--- src/rtl/float_to_int_converter.sv ---
// Pipelined FP32 -> signed OUT_WIDTH-bit integer converter (4 stages, 2-bit status).
// Optional macro ROUND_NEAREST_EN: round to nearest-even instead of truncating toward zero.

package float_struct;
    typedef struct packed {
        logic        sign;
        logic [7:0]  exp;
        logic [22:0] mant;
    } float_point_num;
endpackage

module float_to_int_converter
    import float_struct::*;
#(
    parameter int OUT_WIDTH = 32,
    parameter int STAGES    = 4
) (
    input  logic                        clk,
    input  logic                        rst,
    input  float_point_num              a,
    input  logic                        arg_vld,
    output logic signed [OUT_WIDTH-1:0] result,
    output logic                        res_vld,
    output logic [1:0]                  res_state
);

    localparam int MAG_W = OUT_WIDTH + 1;
    localparam logic [1:0] ST_OK  = 2'b00;
    localparam logic [1:0] ST_NAN = 2'b01;
    localparam logic [1:0] ST_INF = 2'b10;
    localparam logic [1:0] ST_NUL = 2'b11;
    localparam logic signed [8:0] EMAX    = 9'(OUT_WIDTH - 1);
    localparam logic [MAG_W-1:0]  POS_LIM = {2'b00, {(OUT_WIDTH-1){1'b1}}};
    localparam logic [MAG_W-1:0]  NEG_LIM = {2'b01, {(OUT_WIDTH-1){1'b0}}};

    if (STAGES != 4) begin : g_bad_stages
        $error("float_to_int_converter: STAGES must be 4");
    end
    if (OUT_WIDTH < 8 || OUT_WIDTH > 32) begin : g_bad_width
        $error("float_to_int_converter: OUT_WIDTH must be in 8..32");
    end

`ifdef ROUND_NEAREST_EN
    function automatic logic [MAG_W-1:0] round_mag(input logic [MAG_W-1:0] mag,
                                                   input logic guard,
                                                   input logic sticky);
        return mag + MAG_W'(guard & (sticky | mag[0]));
    endfunction
`endif

    // Returns {state, value}; precedence NAN > INF > NUL > OK.
    function automatic logic [OUT_WIDTH+1:0] saturate(input logic sign,
                                                      input logic big,
                                                      input logic nan,
                                                      input logic [MAG_W-1:0] mag);
        logic [OUT_WIDTH-1:0] val;
        logic [1:0]           st;
        if (nan) begin
            val = '0;
            st  = ST_NAN;
        end else if (big || (sign ? (mag > NEG_LIM) : (mag > POS_LIM))) begin
            val = sign ? NEG_LIM[OUT_WIDTH-1:0] : POS_LIM[OUT_WIDTH-1:0];
            st  = ST_INF;
        end else begin
            val = sign ? -mag[OUT_WIDTH-1:0] : mag[OUT_WIDTH-1:0];
            st  = (val == '0) ? ST_NUL : ST_OK;
        end
        return {st, val};
    endfunction

    logic                    vld_p1, vld_p2, vld_p3;
    logic                    sign_p1, nan_p1, inf_p1, zero_p1;
    logic [7:0]              exp_p1;
    logic [22:0]             mant_p1;
    logic                    sign_p2, nan_p2, zero_p2, big_p2, neg_p2;
    logic [23:0]             sig_p2;
    logic signed [8:0]       e_p2;
    logic signed [8:0]       e_c;
    logic                    sign_p3, nan_p3, big_p3;
    logic [MAG_W-1:0]        mag_p3, mag_c, mag_fin;
    logic [5:0]              shl, shr;
    logic [OUT_WIDTH+1:0]    fin;
`ifdef ROUND_NEAREST_EN
    logic                    guard_c, sticky_c, guard_p3, sticky_p3;
`endif

    always_ff @(posedge clk) begin
        if (rst) begin
            vld_p1 <= 1'b0;
            vld_p2 <= 1'b0;
            vld_p3 <= 1'b0;
        end else begin
            vld_p1 <= arg_vld;
            vld_p2 <= vld_p1;
            vld_p3 <= vld_p2;
        end
    end

    // S1: capture and classify
    always_ff @(posedge clk) begin
        sign_p1 <= a.sign;
        exp_p1  <= a.exp;
        mant_p1 <= a.mant;
        nan_p1  <= (a.exp == 8'hFF) && (a.mant != '0);
        inf_p1  <= (a.exp == 8'hFF) && (a.mant == '0);
        zero_p1 <= (a.exp == 8'h00);
    end

    // S2: unbias exponent, restore hidden bit
    assign e_c = $signed({1'b0, exp_p1}) - 9'sd127;

    always_ff @(posedge clk) begin
        sign_p2 <= sign_p1;
        nan_p2  <= nan_p1;
        zero_p2 <= zero_p1;
        sig_p2  <= {1'b1, mant_p1};
        e_p2    <= e_c;
        big_p2  <= inf_p1 | (e_c > EMAX);
        neg_p2  <= e_c[8];
    end

    // S3: align significand to the integer binary point
    always_comb begin
        shl   = '0;
        shr   = '0;
        mag_c = '0;
`ifdef ROUND_NEAREST_EN
        guard_c  = 1'b0;
        sticky_c = 1'b0;
`endif
        if (zero_p2 || big_p2 || nan_p2) begin
            mag_c = '0;
        end else if (neg_p2) begin
`ifdef ROUND_NEAREST_EN
            guard_c  = (e_p2 == -9'sd1);
            sticky_c = guard_c ? (|sig_p2[22:0]) : 1'b1;
`endif
        end else if (e_p2 >= 9'sd23) begin
            shl   = e_p2[5:0] - 6'd23;
            mag_c = MAG_W'({40'd0, sig_p2} << shl);
        end else begin
            shr   = 6'd23 - e_p2[5:0];
            mag_c = MAG_W'({40'd0, sig_p2} >> shr);
`ifdef ROUND_NEAREST_EN
            guard_c  = |(sig_p2 & (24'd1 << (shr - 6'd1)));
            sticky_c = |(sig_p2 & ((24'd1 << (shr - 6'd1)) - 24'd1));
`endif
        end
    end

    always_ff @(posedge clk) begin
        sign_p3 <= sign_p2;
        nan_p3  <= nan_p2;
        big_p3  <= big_p2;
        mag_p3  <= mag_c;
`ifdef ROUND_NEAREST_EN
        guard_p3  <= guard_c;
        sticky_p3 <= sticky_c;
`endif
    end

    // S4: round, range check, negate
    always_comb begin
`ifdef ROUND_NEAREST_EN
        mag_fin = round_mag(mag_p3, guard_p3, sticky_p3);
`else
        mag_fin = mag_p3;
`endif
        fin = saturate(sign_p3, big_p3, nan_p3, mag_fin);
    end

    always_ff @(posedge clk) begin
        if (rst) begin
            res_vld   <= 1'b0;
            result    <= '0;
            res_state <= ST_OK;
        end else begin
            res_vld <= vld_p3;
            if (vld_p3) begin
                result    <= $signed(fin[OUT_WIDTH-1:0]);
                res_state <= fin[OUT_WIDTH+1:OUT_WIDTH];
            end
        end
    end

endmodule
--- config.mk ---
export PLATFORM = sky130hd
export DESIGN_NAME = float_to_int_converter
export DESIGN_NICKNAME = d
export VERILOG_FILES = /design/src/rtl/float_to_int_converter.sv
export SDC_FILE = /design/constraint.sdc
export NUM_CORES = 1
export LEC_CHECK = 0
export ABC_AREA = 1
export CAP_MARGIN = 20
export CORE_MARGIN = 5
export CORE_UTILIZATION = 42
export CTS_BUF_LIST = sky130_fd_sc_hd__clkbuf_2 sky130_fd_sc_hd__clkbuf_4 sky130_fd_sc_hd__clkbuf_8
export DETAILED_ROUTE_END_ITERATION = 10
export REMOVE_ABC_BUFFERS = 1
export SLEW_MARGIN = 20
export SYNTH_ARGS = -nofsm -noshare
export SYNTH_HDL_FRONTEND = slang
export SYNTH_SLANG_ARGS = --single-unit
--- constraint.sdc ---
create_clock -name clk -period 5.5 [get_ports clk]
set_clock_uncertainty 0.1 [all_clocks]
set_input_delay 0.825 -clock clk [delete_from_list [all_inputs] [get_ports clk]]
set_output_delay 0.825 -clock clk [all_outputs]
set_load 0.05 [all_outputs]
==> flow_summary.toml <==
[clock_tree]
h-tree-depth = 4
clkTransAtPathRegs_ns = 0.09
cts_hold_buf = 0
cts_root_buf = "clkbuf_8"
cts_tree = "built"
post-cts-setup-buffer-count = 0
cts_resized = 0
clockBufferDepth = 2
numClockSinks = 145
cts_inserted_buffers = 17
clk_latency_ns = 0.47

[worst_hold_path]
hold_end = "sig_p2[6]$_DFF_P_"
min_path_type = "reg2reg"
holdPathStages = 0
worstHoldStart = "mant_p1[6]$_DFF_P_"

[synthesis]
synth_area_leaders = "dfxtp_1 36%, nand2_1 18%, o21ai_0 5.8%"
synth_most_common_cell = "nand2_1"
ys_seq_area_frac = 0.3604
synth_edf_count = 0
synth_xor_xnor_area_share = 0.01398
synth.area.mux_share = 0.01243
yosysWarnings = 0
synthSimpleGateAreaFrac = 0.3242
synthFlopType = "dfxtp_1"
postSynthCellCount = 1211
yosys-top-cells-count = "385 x nand2_1, 145 x dfxtp_1, 112 x nor2_1"
yosys.area_share.adder = 0.01554
synth_top_family_by_area = "simple AND/OR/NAND/NOR gates"
synth_top_area_frac = 0.3604
async_flop_share = 0
syn-cell-area_sq_um = 8054
synth_top_cell_by_area = "dfxtp_1"
synth_seq_cells = 145
ys_types = 48
synth_compound_area_frac = 0.1897
avgSynthCellArea_sq_um = 6.651

[setup_path]
cp-end-kind = "register"
slowest_stage = "ha_1"
path_cells = "buf_4, inv_2, ha_1, inv_1, nor2_1, nand2_1, o21ai_1, nor2_1, a31oi_1, nand2_1, a21oi_1"
cp.buffers_inverters = 3
critical_path_arrival_ns = 3.83
reg2reg_depth = 11
r2r-start = "e_p2[0]$_DFF_P_"
start_kind = "register"
cp_top_family = "buffers and inverters"
reg2reg_to = "mag_fin[12]$_SDFF_PP0_"
cp.required_ns = 5.80
rrSetupSlack_ns = 1.97
cp_max_fo = 38
max_stage_delay_ns = 0.82
crit_type = "reg2reg"

[grt]
grt_overflow = 0
grt_first_pass_wirelength_um = 38250
antenna_found_initial = 0
grt_use_total = 0.2191
grt_max_degree = 39
grt_pass1_vias = 7175

[pwr]
ir_worst_vdd_uv = 179.7
p_leak_nw = 3.993
power_density_nw_per_um2 = 315.3

[floorplanning]
rows = 50
start_util = 0.4291
die_area_sq_um = 22040
io_pins = 70
die_w_um = 148.5
die_y_um = 148.5
core_area_sq_um = 18770

[routing]
first_pass_iters = 5
route.detailed.drc = 0
drt-initial-drc-count = 711
vias_per_cell = 5.303
ant_nets = 0
via_count = 7939
drt-total-wl_um = 23670
wire_per_inst_um = 15.81

[sta]
hold_slack_ns = 0.2262
finalCritPeriodShare = 0.6418
period_minus_slack_ns = 3.530
tns_ns = 0
max_slew_margin = 0.4368
rsz0062_at_grt = "no"
max_freq_mhz = 283.3
setup_viol = 0
final_hold_viol_count = 0
final_max_slew_viol_count = 0
layout_setup_ws_ns = 1.970
worst_slew_pin_slew_ns = 0.8439

[final_layout]
multi_input_comb_area_sq_um = 4479
final_area_sq_um = 9223
register_area_sq_um = 2903
fillers = 1957
diodes = 0
final_nets = 1295
final_cells = 1497
drive_gt1_frac = 0.07443
syn_to_final_growth_pct = 14.51

[place]
hpwl_um = 18620
place_congestion = 0.9797
io_buffers = 69
dp_slack_ns = 2.059
place_area_sq_um = 8812
place_inst = 1465

[run_status]
status = "completed"

[job]
drv_cap = 0
-- cells by family (layout without fill, tap and decap cells) --
logic type,after synthesis,count (layout)
AO/OA/AOI/OAI,254,254
XOR/XNOR,12,12
adder cells (fa/ha/maj),10,10
buffers and inverters,158,210
flip-flops,145,145
multiplexers,10,10
AND/OR/NAND/NOR,622,622
-- placed cells by master, fill, tap and decap left out, types with 14 or more instances in the layout --
master,n
clkdlybuf4s50_1,69
inv_1,90
dfxtp_1,145
a21oi_1,76
nor2_1,111
o21ai_0,93
nand2_1,385
o211ai_1,29
nor2_2,14
clkbuf_8,17
nand3_1,59
-- area by class of cell --
class,count,share of cell area
clock inverter,14,0.01832
sequential,145,0.3147
timing repair buffer,79,0.08303
inverter,99,0.04029
tap,234,0.03175
multi-input combinational,908,0.4857
clock buffer,18,0.02618
-- per-stage QoR --
stage / util / total power, mW
2_1_floorplan: - / 1.777
6_report: 0.4914 / 2.908
3_3_place_gp: 0.4695 / 2.036
3_5_place_dp: 0.4695 / 2.035
4_1_cts: 0.4914 / 2.919
5_1_grt: 0.4914 / 3.094
-- worst max-delay path by stage --
stage	to	cells after the start	slack, ns	start
after CTS	mag_fin[12]$_SDFF_PP0_	11	2.04	e_p2[0]$_DFF_P_
final	mag_fin[12]$_SDFF_PP0_	11	1.97	e_p2[0]$_DFF_P_
after global placement	mag_fin[27]$_SDFF_PP0_	9	2.12	e_p2[0]$_DFF_P_
after detailed placement	mag_fin[26]$_SDFF_PP0_	10	2.06	e_p2[0]$_DFF_P_
after floorplan	mag_fin[7]$_SDFF_PP0_	10	2.19	e_p2[0]$_DFF_P_
after global routing	mag_fin[12]$_SDFF_PP0_	11	1.57	e_p2[0]$_DFF_P_
-- layer usage --
metal,vias to the layer above,global-route usage,wire length [um]
met5,-,0,0
met3,22,0.03077,1326
met1,3618,0.3229,11530
met4,0,0.06282,324
met2,253,0.3333,10490
li1,4046,-,-
-- flip-flops by register name, summed over array words and instances (netlist names), 2 cells and up --
register   flops
result        32
sig_p2        23
mag_fin       33
exp_p1         8
e_p2           9
res_state      2
mant_p1       23
-- report_power, final --
part / internal (mW) / switching [mW] / leakage [nW]
clock: 0.423 / 0.457 / 0.206
combinational: 0.276 / 0.613 / 2.59
sequential: 1.10 / 0.0417 / 1.20
total: 1.80 / 1.11 / 3.99
Power figures use the tool's default switching activity.
